### src/rtl/broadcast_tree_scatter_pkg.sv
// Shared types and helpers for the controller-to-PE broadcast tree.
// The package constants size the word and mask types used by every node;
// the top-level parameters default to them and must stay in agreement.
package broadcast_tree_scatter_pkg;

  localparam int unsigned PeWidth  = 16;
  localparam int unsigned NumPe    = 4;
  localparam int unsigned LogNumPe = 2;

  typedef logic [PeWidth-1:0] pe_word_t;
  typedef logic [NumPe-1:0]   pe_mask_t;

  // Restrict a mask to the PE leaves that sit under node idx of tree level.
  // Level 0 has two nodes, each covering half of the PEs; the last level has
  // one node per PE.
  function automatic pe_mask_t sub_mask(pe_mask_t m, int unsigned level, int unsigned idx);
    int unsigned span;
    int unsigned lo;
    pe_mask_t    r;
    span = NumPe >> (level + 1);
    lo   = idx * span;
    r    = '0;
    for (int unsigned p = 0; p < NumPe; p++) begin
      if (p >= lo && p < lo + span) begin
        r[p] = m[p];
      end
    end
    return r;
  endfunction

endpackage

### src/rtl/broadcast_tree_node.sv
// One register stage of the broadcast tree: a data word plus the sub-mask of
// PE leaves still to be served under this node.
// Ports:
//   clk_i    - clock, rising edge
//   rst_ni   - synchronous active-low reset
//   load_i   - capture parent data and restricted parent mask
//   data_i   - parent data word
//   mask_i   - parent mask (full width, restricted here to this node's leaves)
//   clr_i    - mask bits to drop while holding (leaf handshakes)
//   data_o   - stored data word
//   mask_o   - stored sub-mask
//   valid_o  - node carries a word for at least one PE
module broadcast_tree_node
  import broadcast_tree_scatter_pkg::*;
#(
  parameter int unsigned Level = 0,
  parameter int unsigned Index = 0
) (
  input  logic     clk_i,
  input  logic     rst_ni,
  input  logic     load_i,
  input  pe_word_t data_i,
  input  pe_mask_t mask_i,
  input  pe_mask_t clr_i,
  output pe_word_t data_o,
  output pe_mask_t mask_o,
  output logic     valid_o
);

  pe_word_t data_d, data_q;
  pe_mask_t mask_d, mask_q;

  always_comb begin
    data_d = data_q;
    mask_d = mask_q;
    if (load_i) begin
      // Data loads even for an empty sub-mask; it is a don't-care then.
      data_d = data_i;
      mask_d = sub_mask(mask_i, Level, Index);
    end else begin
      mask_d = mask_q & ~clr_i;
    end
  end

  always_ff @(posedge clk_i) begin
    if (!rst_ni) begin
      data_q <= '0;
      mask_q <= '0;
    end else begin
      data_q <= data_d;
      mask_q <= mask_d;
    end
  end

  assign data_o  = data_q;
  assign mask_o  = mask_q;
  assign valid_o = |mask_q;

endmodule

### src/rtl/broadcast_tree_scatter.sv
// Controller-to-PE distribution tree. One word plus a PE target mask is
// accepted per handshake and fanned out through LOG_NUM_PE registered binary
// levels; the last level holds one node per PE and drives that PE's
// valid/ready port. Any PE still pending and not ready stalls the whole tree.
// Ports:
//   clk, rst_n            - clock and synchronous active-low reset
//   in_valid/in_ready     - source handshake; in_ready is the global advance
//   in_data, in_mask      - word to distribute and its target PEs
//   out_valid, out_data   - per-PE word presentation
//   pe_ready              - per-PE accept
//   done                  - registered pulse once a word's last PE has accepted
//   idle                  - nothing in flight anywhere in the tree
module broadcast_tree_scatter
  import broadcast_tree_scatter_pkg::*;
#(
  parameter int unsigned PE_WIDTH   = PeWidth,
  parameter int unsigned NUM_PE     = NumPe,
  parameter int unsigned LOG_NUM_PE = LogNumPe
) (
  input  logic                clk,
  input  logic                rst_n,
  input  logic                in_valid,
  output logic                in_ready,
  input  logic [PE_WIDTH-1:0] in_data,
  input  logic [NUM_PE-1:0]   in_mask,
  output logic [NUM_PE-1:0]   out_valid,
  output logic [PE_WIDTH-1:0] out_data [NUM_PE],
  input  logic [NUM_PE-1:0]   pe_ready,
  output logic                done,
  output logic                idle
);

  // Nodes are numbered flat: level j starts at 2**(j+1)-2.
  localparam int unsigned NumNodes = 2 * NUM_PE - 2;
  localparam int unsigned LeafBase = NUM_PE - 2;

  pe_word_t            node_data  [NumNodes];
  pe_mask_t            node_mask  [NumNodes];
  logic [NumNodes-1:0] node_valid;

  pe_mask_t src_mask;
  logic     adv;
  logic     inner_busy;
  logic     done_d, done_q;

  // A cycle without in_valid shifts an empty mask (bubble) into level 0.
  assign src_mask = in_valid ? in_mask : '0;

  for (genvar j = 0; j < LOG_NUM_PE; j++) begin : g_level
    for (genvar i = 0; i < (2 ** (j + 1)); i++) begin : g_node
      localparam int unsigned Self = (2 ** (j + 1)) - 2 + i;

      pe_word_t par_data;
      pe_mask_t par_mask;
      pe_mask_t clr;

      if (j == 0) begin : g_root
        assign par_data = in_data;
        assign par_mask = src_mask;
      end else begin : g_inner
        localparam int unsigned Parent = (2 ** j) - 2 + i / 2;
        assign par_data = node_data[Parent];
        assign par_mask = node_mask[Parent];
      end

      // Only leaves see PE handshakes; inner nodes move purely on advance.
      if (j == LOG_NUM_PE - 1) begin : g_leaf_clr
        assign clr = pe_ready;
      end else begin : g_inner_clr
        assign clr = '0;
      end

      broadcast_tree_node #(
        .Level (j),
        .Index (i)
      ) u_node (
        .clk_i   (clk),
        .rst_ni  (rst_n),
        .load_i  (adv),
        .data_i  (par_data),
        .mask_i  (par_mask),
        .clr_i   (clr),
        .data_o  (node_data[Self]),
        .mask_o  (node_mask[Self]),
        .valid_o (node_valid[Self])
      );
    end
  end

  // Leaf p is PE p; its mask is exactly that PE's pending bit.
  for (genvar p = 0; p < NUM_PE; p++) begin : g_leaf_out
    assign out_data[p]  = node_data[LeafBase + p];
    assign out_valid[p] = node_valid[LeafBase + p];
  end

  // Advance only when every pending PE is accepting this cycle.
  assign adv      = ((out_valid & ~pe_ready) == '0);
  assign in_ready = adv;

  always_comb begin
    inner_busy = 1'b0;
    for (int unsigned n = 0; n < LeafBase; n++) begin
      inner_busy = inner_busy | node_valid[n];
    end
  end

  assign idle = ~inner_busy & ~(|out_valid);

  // The last pending bits of a word clear exactly when something is pending
  // and the tree advances.
  assign done_d = (|out_valid) & adv;

  always_ff @(posedge clk) begin
    if (!rst_n) begin
      done_q <= 1'b0;
    end else begin
      done_q <= done_d;
    end
  end

  assign done = done_q;

endmodule

### config.mk
export PLATFORM = sky130hd
export DESIGN_NAME = broadcast_tree_scatter
export DESIGN_NICKNAME = d
export VERILOG_FILES = /design/src/rtl/broadcast_tree_scatter_pkg.sv /design/src/rtl/broadcast_tree_node.sv /design/src/rtl/broadcast_tree_scatter.sv
export SDC_FILE = /design/constraint.sdc
export NUM_CORES = 1
export LEC_CHECK = 0
export CELL_PAD_IN_SITES_DETAIL_PLACEMENT = 2
export CELL_PAD_IN_SITES_GLOBAL_PLACEMENT = 2
export CORE_MARGIN = 2
export CORE_UTILIZATION = 27
export DETAILED_ROUTE_END_ITERATION = 8
export PLACE_DENSITY = 0.81
export SETUP_SLACK_MARGIN = 0.5
export SYNTH_ARGS = -nofsm -noshare
export SYNTH_HDL_FRONTEND = slang
export SYNTH_SLANG_ARGS = --single-unit
### constraint.sdc
create_clock -name clk -period 2.65 [get_ports clk]
set_input_delay 0.3975 -clock clk [delete_from_list [all_inputs] [get_ports clk]]
set_output_delay 0.3975 -clock clk [all_outputs]
set_load 0.02 [all_outputs]
==> results of run 1 <==
-- final cells by class --
cell class | count | share of cell area, %
sequential | 53 | 32.8
inverter | 4 | 0.465
clock inverter | 2 | 1.08
tap | 108 | 4.18
timing repair buffer | 100 | 31.0
multi-input combinational | 123 | 28.3
clock buffer | 5 | 2.13
-- worst register-to-register path: cells and delay by family (launching register included) --
kind | cells | cell delay (ns)
and+or+nand+nor | 2 | 0.60
muxes | 1 | 0.30
AOI/OAI and AO/OA | 1 | 0.17
DFF | 1 | 0.35
buffers and inverters | 1 | 0.45
-- Yosys cell counts (all sizes together) --
cell type	instances
nand3b	4
o31ai	4
dfxtp	53
nor2	2
nand4	1
nand2	52
clkbuf	7
o22ai	2
buf	58
nand3	4
nor4bb	12
nor4	4
or4	1
inv	4
mux2i	36
and3	1
-- routing by layer --
| layer | global-route usage [%] | wire length [µm] | up-vias |
|---|---|---|---|
| li1 | - | - | 853 |
| met1 | 13.6 | 2350 | 860 |
| met2 | 19.0 | 2840 | 56 |
| met3 | 2.98 | 270 | 10 |
| met4 | 4.53 | 124 | 0 |
| met5 | 0 | 0 | - |
-- worst max-delay path by stage --
stage / endpoint / slack, ns
finish: in_ready / 0.56
global route: out_valid[2] / 0.47
CTS: idle / 0.47
detailed placement: in_ready / 0.28
global placement: in_ready / 0.30
floorplan: in_ready / 1.06
-- cells by family (layout without fill, tap and decap cells) --
kind of cell           Yosys count  in the layout
muxes                           36             36
DFF                             53             53
and+or+nand+nor                 81             81
buffers and inverters           69            111
AOI/OAI and AO/OA                6              6
-- through the flow --
stage,std cells,util (%)
4_1_cts,394,36.8
3_3_place_gp,387,35.5
2_1_floorplan,245,-
6_report,395,37.1
3_5_place_dp,387,35.5
5_1_grt,395,37.1
-- flip-flops by register name, summed over array words and instances, names as in the netlist --
register	flops
g_level.g_node.u_node.data_o	32
g_level.g_node.u_node.mask_o	20
done	1
-- power breakdown --
part / switching [µW] / internal [µW]
sequential: 30.8 / 842
clock: 252 / 275
combinational: 220 / 216
total: 504 / 1330
-- what timing repair did --
item	CTS	global route
resized for setup	6	4
setup buffers	0	1
endpoints found under the setup margin	39	50
pin swaps	1	2
==> flow_summary.yaml, run 1 <==
outcome:
  status: "complete, no violations"
global_routing:
  grt_pass1_wl_mm: 8.97
  track_usage_pct: 11.3
  grt_pass1_vias: 1765
  grt-ovfl-total: 0
  antenna_found_initial: 0
  grt_max_degree: 50
clocking:
  cts.reportedPaths.clkPinSlew_ns: 0.10
  root_buffer: "clkbuf_8"
  clock_path_buffers: 2
  cts_tree: "done"
  htreeDepth: 2
  hold_buffers: 0
  clk_latency_ns: 0.30
  clock-sinks: 53
  cts_made_buffers: 5
floorplanning:
  die_x_um: 99.0
  initial_core_util_pct: 28.0
  row_count: 34
  die_y_um: 99.0
  core_area_mm2: 0.00872
  die-area_mm2: 0.00981
  io-pin-count: 98
synth:
  synth_fp_nets: 272
  yosysTopAreaCell: "dfxtp_1"
  synth-compound-area-share_pct: 2.26
  synthCells: 245
  yosysWarnings: 0
  synthTopCellsByArea: "dfxtp_1 44%, buf_4 16%, mux2i_1 15%, nand2_1 8.0%, nor4bb_1 4.9%"
  synthMuxAreaShare_pct: 14.8
  synth_top_family_by_area: "buffers and inverters"
  synth_area_mm2: 0.00244
  yosysTopAreaCellShare_pct: 43.5
  synth-xor-area-share_pct: 0
  yosysSeqAreaShare_pct: 43.5
  synth_cell_type_count: 21
  syn_avg_cell_area_um2: 9.95
  synth_seq_cells: 53
  synth_simple_gate_area_share_pct: 19.5
  yosys.area_share.adder_pct: 0
pwr:
  p_leak_uw: 0.00139
  power_uw: 1840
  power.density_mw_per_mm2: 568
  vdd_drop_max_uv: 218
worst_setup_path:
  worstPathRequired_ns: 2.25
  rr_startpoint: "g_level[1].g_node[2].u_node.mask_o[1]"
  crit_path_end_kind: "output port"
  worstSetupPathType: "reg2out"
  critPathLaunch: "g_level[1].g_node[2].u_node.mask_o[1]"
  critPathLaunchType: "flop"
  reg2regPathDepth: 5
  r2r-end: "g_level[1].g_node[0].u_node.data_o[13]"
  critPathTopFamily: "simple AND/OR/NAND/NOR gates"
  crit_path_top_delay_cell: "nor4_4"
  worst-path-buf-inv: 1
  worst-path-stages: 4
  crit_chain: "nor4_4 > o22ai_4 > nor2_4 > clkdlybuf4s15_2"
  critPathMaxStageDelay_ns: 0.42
  worstPathArrival_ns: 1.70
  cp_max_fo: 5
  r2r_slack_ns: 0.71
detailed_routing:
  totalWireLength_mm: 5.58
  via_count: 1779
  antenna_left: 0
  via_per_inst: 4.50
  drtIter0Drc: 20
  dr.pass1.iters: 5
  wl_per_cell_um: 14.1
  drc: 0
sta:
  setup_ws_ns: 0.556
  finalHoldViolCount: 0
  period_minus_slack_ns: 2.09
  setup_violations: 0
  slew_headroom_pct: 64.0
  tightest_slew_ns: 0.539
  fmax_mhz: 478
  fin_crit_sh_pct: 79.0
  finalSetupTns_ns: 0
  fin_hold_ws_ns: 0.455
  maxSlewViolCount: 0
  rsz0062_at_grt: "yes"
  fin_skew_ns: 0.0125
placed_design:
  place_hpwl_mm: 4.18
  place_ws_ns: 0.279
  portBuffers: 97
  place_area_mm2: 0.00310
  place.gp.congestion: 0.802
cells_and_area:
  final_nets: 314
  seqCellArea_mm2: 0.00106
  final_cell_mix: "94 x clkdlybuf4s50_1, 53 x dfxtp_1, 52 x nand2_1"
  design_area_mm2: 0.00323
  multiInputGateArea_um2: 916
  final_layout_size_suffix_gt1_share_pct: 6.97
  syn_to_final_growth_pct: 32.5
  layout_commonest_cell: "clkdlybuf4s50_1"
  fillers: 939
  diodes: 0
flow_run:
  cap_violations: 0
worst_hold_path:
  hp-class: "reg2reg"
  hold_depth: 2
  hold_start: "g_level[0].g_node[1].u_node.data_o[5]"
  hold_end: "g_level[1].g_node[0].u_node.data_o[5]"
No activity file was read; power rests on OpenSTA's default activity.
==> inputs of run 2 (changes only) <==
--- a/config.mk
+++ b/config.mk
@@ -8,9 +8,9 @@
 export CELL_PAD_IN_SITES_DETAIL_PLACEMENT = 2
 export CELL_PAD_IN_SITES_GLOBAL_PLACEMENT = 2
 export CORE_MARGIN = 2
-export CORE_UTILIZATION = 27
+export CORE_UTILIZATION = 23
 export DETAILED_ROUTE_END_ITERATION = 8
-export PLACE_DENSITY = 0.81
+export PLACE_DENSITY = 0.74
 export SETUP_SLACK_MARGIN = 0.5
 export SYNTH_ARGS = -nofsm -noshare
 export SYNTH_HDL_FRONTEND = slang
==> constraint.sdc (replaced) <==
create_clock -name clk -period 1.7 [get_ports clk]
set_input_delay 0.255 -clock clk [delete_from_list [all_inputs] [get_ports clk]]
set_output_delay 0.255 -clock clk [all_outputs]
set_load 0.02 [all_outputs]
==> run 2 against run 1 <==
  * First-iteration DRC count rose by 130%
  * Die area rose by 17%
  * Hold slack better by 0.0033 ns
  * Critical path depth increased by 2
  * Register-to-register slack worse by 0.82 ns
  * Utilization is 3.0 points lower
  * Final area increased by 8.9%
  * Count of clock-buffer cells in the layout stayed put
  * Largest power group unchanged
  * Via count increased by 8.3%
  * Critical endpoint unchanged
  * The flow now finishes with violations (negative setup slack)
  * Non-clock buffer count is 43 higher
==> flow_summary.yaml, run 2 (synthesis gave the netlist of run 1 again) <==
clocking:
  clock-sinks: 53
  clk_latency_ns: 0.29
  clock_path_buffers: 2
  htreeDepth: 2
  cts.reportedPaths.clkPinSlew_ns: 0.09
  root_buffer: "clkbuf_8"
  hold_buffers: 0
  cts_tree: "done"
  cts_made_buffers: 5
global_routing:
  antenna_found_initial: 0
  grt_pass1_wl_mm: 10.2
  grt_pass1_vias: 1996
  track_usage_pct: 11.3
  grt_max_degree: 37
  grt-ovfl-total: 0
sta:
  setup_violations: 44
  fmax_mhz: 544
  period_minus_slack_ns: 1.84
  slew_headroom_pct: 68.2
  setup_ws_ns: -0.140
  maxSlewViolCount: 0
  finalHoldViolCount: 0
  fin_crit_sh_pct: 108
  tightest_slew_ns: 0.477
  rsz0062_at_grt: "yes"
  fin_skew_ns: 0.00547
placed_design:
  portBuffers: 97
  place.gp.congestion: 0.715
  place_hpwl_mm: 4.56
  place_ws_ns: -0.154
  place_area_mm2: 0.00335
detailed_routing:
  via_per_inst: 4.14
  drc: 0
  via_count: 1926
  drtIter0Drc: 46
  dr.pass1.iters: 4
  antenna_left: 0
  totalWireLength_mm: 6.82
  wl_per_cell_um: 14.7
floorplanning:
  row_count: 37
  initial_core_util_pct: 23.6
  die_x_um: 107
  die_y_um: 107
  io-pin-count: 98
  die-area_mm2: 0.0114
  core_area_mm2: 0.0103
pwr:
  p_leak_uw: 0.00181
  vdd_drop_max_uv: 269
  power_uw: 2850
  power.density_mw_per_mm2: 810
worst_setup_path:
  worstPathArrival_ns: 1.58
  crit_path_end_kind: "output port"
  worstPathRequired_ns: 1.44
  critPathLaunchType: "flop"
  cp_max_fo: 3
  worstSetupPathType: "reg2out"
outcome:
  status: "finished with violations"
  violations: "negative setup slack"
cells_and_area:
  syn_to_final_growth_pct: 44.4
  final_cell_mix: "65 x buf_2, 52 x nand2_1, 36 x mux2i_1"
  design_area_mm2: 0.00352
  layout_commonest_cell: "buf_2"
  largest_reg_flops: 32
  final_layout_size_suffix_gt1_share_pct: 52.3
  diodes: 0
  final_nets: 357
worst_hold_path:
  hp-class: "in2reg"
flow_run:
  cap_violations: 0
run 2: stage by stage:
| step | instances | utilization, % | hold slack, ns | setup TNS [ns] |
|---|---|---|---|---|
| after floorplan | 245 | - | 0.323 | 0 |
| after global placement | 436 | 32.4 | 0.451 | -3.64 |
| after detailed placement | 436 | 32.4 | 0.466 | -4.34 |
| after CTS | 451 | 33.0 | 0.456 | -0.830 |
| after global routing | 465 | 34.1 | 0.477 | -6.75 |
| final | 465 | 34.1 | 0.458 | -3.11 |
run 2: report_power, final:
part,internal (µW),total [µW],switching (µW)
Sequential,1320,1360,44.8
Combinational,410,827,417
Clock,273,662,389
run 2: metal layers:
layer / vias to the layer above / track usage [%] / share of wire (%)
met3: 2 / 2.37 / 4.7
li1: 933 / - / -
met2: 51 / 20.6 / 52
met4: 0 / 2.50 / 0.45
met5: - / 0 / 0
met1: 940 / 13.5 / 42
run 2: timing repair:
action	CTS	global route
endpoints found under the setup margin	124	83
gates resized for setup	303	56
gates cloned	0	1
setup buffers	9	13
pin swaps	10	4
run 2: layout make-up:
| class | instances | area [µm²] |
|---|---|---|
| Fill cell | 1128 | 6800 |
| Timing Repair Buffer | 143 | 1160 |
| Sequential cell | 53 | 1100 |
| Multi-Input combinational cell | 123 | 1000 |
| Tap cell | 136 | 170 |
| Clock buffer | 5 | 68.8 |
| Inverter | 4 | 15.0 |
| Clock inverter | 1 | 5.00 |
run 2: worst paths after layout:
kind	from	end	slack, ns	depth (start not counted)
hold reg to reg	g_level[0].g_node[1].u_node.data_o[1]	g_level[1].g_node[0].u_node.data_o[1]	0.47	2
hold / removal	rst_n	g_level[1].g_node[2].u_node.mask_o[3]	0.46	2
setup / recovery	g_level[1].g_node[2].u_node.mask_o[2]	in_ready	-0.14	6
setup reg to reg	g_level[1].g_node[2].u_node.mask_o[2]	g_level[0].g_node[1].u_node.data_o[3]	-0.11	9
run 2: critical path: stages, from the launching register on:
cell,delay (ns)
dfxtp_2,0.35
nor4_4,0.32
buf_4,0.18
o22ai_4,0.07
nor2_4,0.15
buf_12,0.13
buf_8,0.10
==> inputs of run 3 (changes only) <==
==> constraint.sdc (replaced) <==
create_clock -name clk -period 1.7 [get_ports clk]
set_input_delay 0.255 -clock clk [delete_from_list [all_inputs] [get_ports clk]]
set_output_delay 0.255 -clock clk [all_outputs]
set_load 0.005 [all_outputs]
==> run 3 against run 2 <==
  * The run still ends with negative setup slack left
  * Clock power increased by 5.0%
  * First-iteration DRC count decreased by 30%
  * Critical path depth increased by 2
  * Global-route usage increased by 1.6 points
  * Critical path type is now reg2reg
==> flow_summary.yaml, run 3 (synthesis gave the netlist of run 1 again) <==
sta:
  finalHoldViolCount: 0
  slew_headroom_pct: 71.7
  setup_violations: 49
  fin_skew_ns: 0.0117
  finalSetupTns_ns: -2.89
  fin_crit_sh_pct: 106
  fmax_mhz: 557
  maxSlewViolCount: 0
  period_minus_slack_ns: 1.80
  tightest_slew_ns: 0.425
  fin_hold_ws_ns: 0.405
  setup_ws_ns: -0.0969
  rsz0062_at_grt: "yes"
worst_setup_path:
  critPathLaunchType: "flop"
  worst-path-buf-inv: 4
  critPathTopFamily: "buffers and inverters"
  critPathMaxStageDelay_ns: 0.35
  worstPathRequired_ns: 1.93
  cp_max_fo: 8
  crit_path_end_kind: "flop"
  worstSetupPathType: "reg2reg"
  crit_chain: "nor4_4 > buf_4 > o22ai_4 > nor2_4 > buf_6 > buf_12 > buf_16 > mux2i_1"
  worstPathArrival_ns: 2.03
  crit_path_top_delay_cell: "dfxtp_2"
  r2r_slack_ns: -0.1
global_routing:
  grt_max_degree: 40
  antenna_found_initial: 0
  grt_pass1_wl_mm: 11.5
  grt_pass1_vias: 2191
  grt-ovfl-total: 0
  track_usage_pct: 12.9
pwr:
  vdd_drop_max_uv: 302
  p_leak_uw: 0.00203
  power.density_mw_per_mm2: 716
clocking:
  clock_path_buffers: 2
  hold_buffers: 0
  htreeDepth: 2
  root_buffer: "clkbuf_8"
  clk_latency_ns: 0.30
  clock-sinks: 53
  cts.reportedPaths.clkPinSlew_ns: 0.10
  cts_tree: "done"
  cts_made_buffers: 5
placed_design:
  portBuffers: 97
  place.gp.congestion: 0.713
  place_ws_ns: -0.187
  place_hpwl_mm: 4.50
floorplanning:
  initial_core_util_pct: 23.6
  die_x_um: 107
  row_count: 37
  die-area_mm2: 0.0114
  die_y_um: 107
  core_area_mm2: 0.0103
  io-pin-count: 98
detailed_routing:
  drc: 0
  dr.pass1.iters: 4
  wl_per_cell_um: 16.0
  totalWireLength_mm: 7.70
  drtIter0Drc: 32
  via_per_inst: 4.19
  via_count: 2018
  antenna_left: 0
cells_and_area:
  largest_reg_flops: 32
  diodes: 0
  final_cell_mix: "52 x nand2_1, 39 x buf_4, 35 x mux2i_1"
  syn_to_final_growth_pct: 62.9
  layout_commonest_cell: "nand2_1"
  final_nets: 372
  fillers: 1108
  final_layout_size_suffix_gt1_share_pct: 46.0
flow_run:
  cap_violations: 0
worst_hold_path:
  hp-class: "in2reg"
outcome:
  violations: "negative setup slack"
  status: "finished with violations"
run 3: metal layers:
layer	part of all wire (%)	routed length (µm)	vias to the layer above	global-route usage, %
met3	3.9	303	5	2.43
li1	-	-	971	-
met1	40	3120	989	14.6
met4	0.57	44	0	2.50
met5	0	0	-	0
met2	55	4240	53	24.9
run 3: power by group:
| part | leakage, µW | switching [µW] | internal (µW) |
|---|---|---|---|
| registers | 0.000450 | 40.1 | 1310 |
| logic | 0.00154 | 316 | 481 |
| clock network | 0.0000450 | 408 | 287 |
run 3: cell type report:
cell class | count | area [µm²] | share of cell area (%)
timing repair buffer | 158 | 1500 | 37.7
sequential | 53 | 1110 | 28.1
multi-input combinational | 123 | 1090 | 27.4
tap | 136 | 170 | 4.28
clock buffer | 6 | 72.6 | 1.83
inverter | 4 | 15.0 | 0.378
clock inverter | 2 | 10.0 | 0.252
run 3: stage by stage:
stage | instances | total power, µW | instance area [µm²] | util [%]
6_report | 482 | 2850 | 3970 | 38.5
3_5_place_dp | 429 | 1980 | 3260 | 31.6
4_1_cts | 472 | 2790 | 3650 | 35.4
3_3_place_gp | 429 | 1960 | 3260 | 31.6
5_1_grt | 482 | 3010 | 3970 | 38.5
2_1_floorplan | 245 | 1710 | 2450 | -
run 3: worst paths after layout:
path	start	endpoint	cells after the start
worst min-delay path	rst_n	g_level[1].g_node[0].u_node.data_o[9]	3
worst max register to register	g_level[1].g_node[2].u_node.mask_o[2]	g_level[0].g_node[1].u_node.mask_o[3]	8
worst max-delay path	g_level[1].g_node[2].u_node.mask_o[2]	g_level[0].g_node[1].u_node.mask_o[3]	8
worst min register to register	g_level[0].g_node[1].u_node.data_o[1]	g_level[1].g_node[0].u_node.data_o[1]	2
run 3: repair_timing:
action                     CTS  global route
setup endpoints to repair  124            74
hold endpoints to repair     0             0
cloned                       3             2
gates resized for setup    203            57
setup buffers               32             8
pin swaps                   16             8
run 3: worst register-to-register path, stage by stage, from the launching register on:
cell     delay, ns
dfxtp_2       0.35
nor4_4        0.31
buf_4         0.19
o22ai_4       0.08
nor2_4        0.17
buf_6         0.18
buf_12        0.11
buf_16        0.13
mux2i_1       0.21
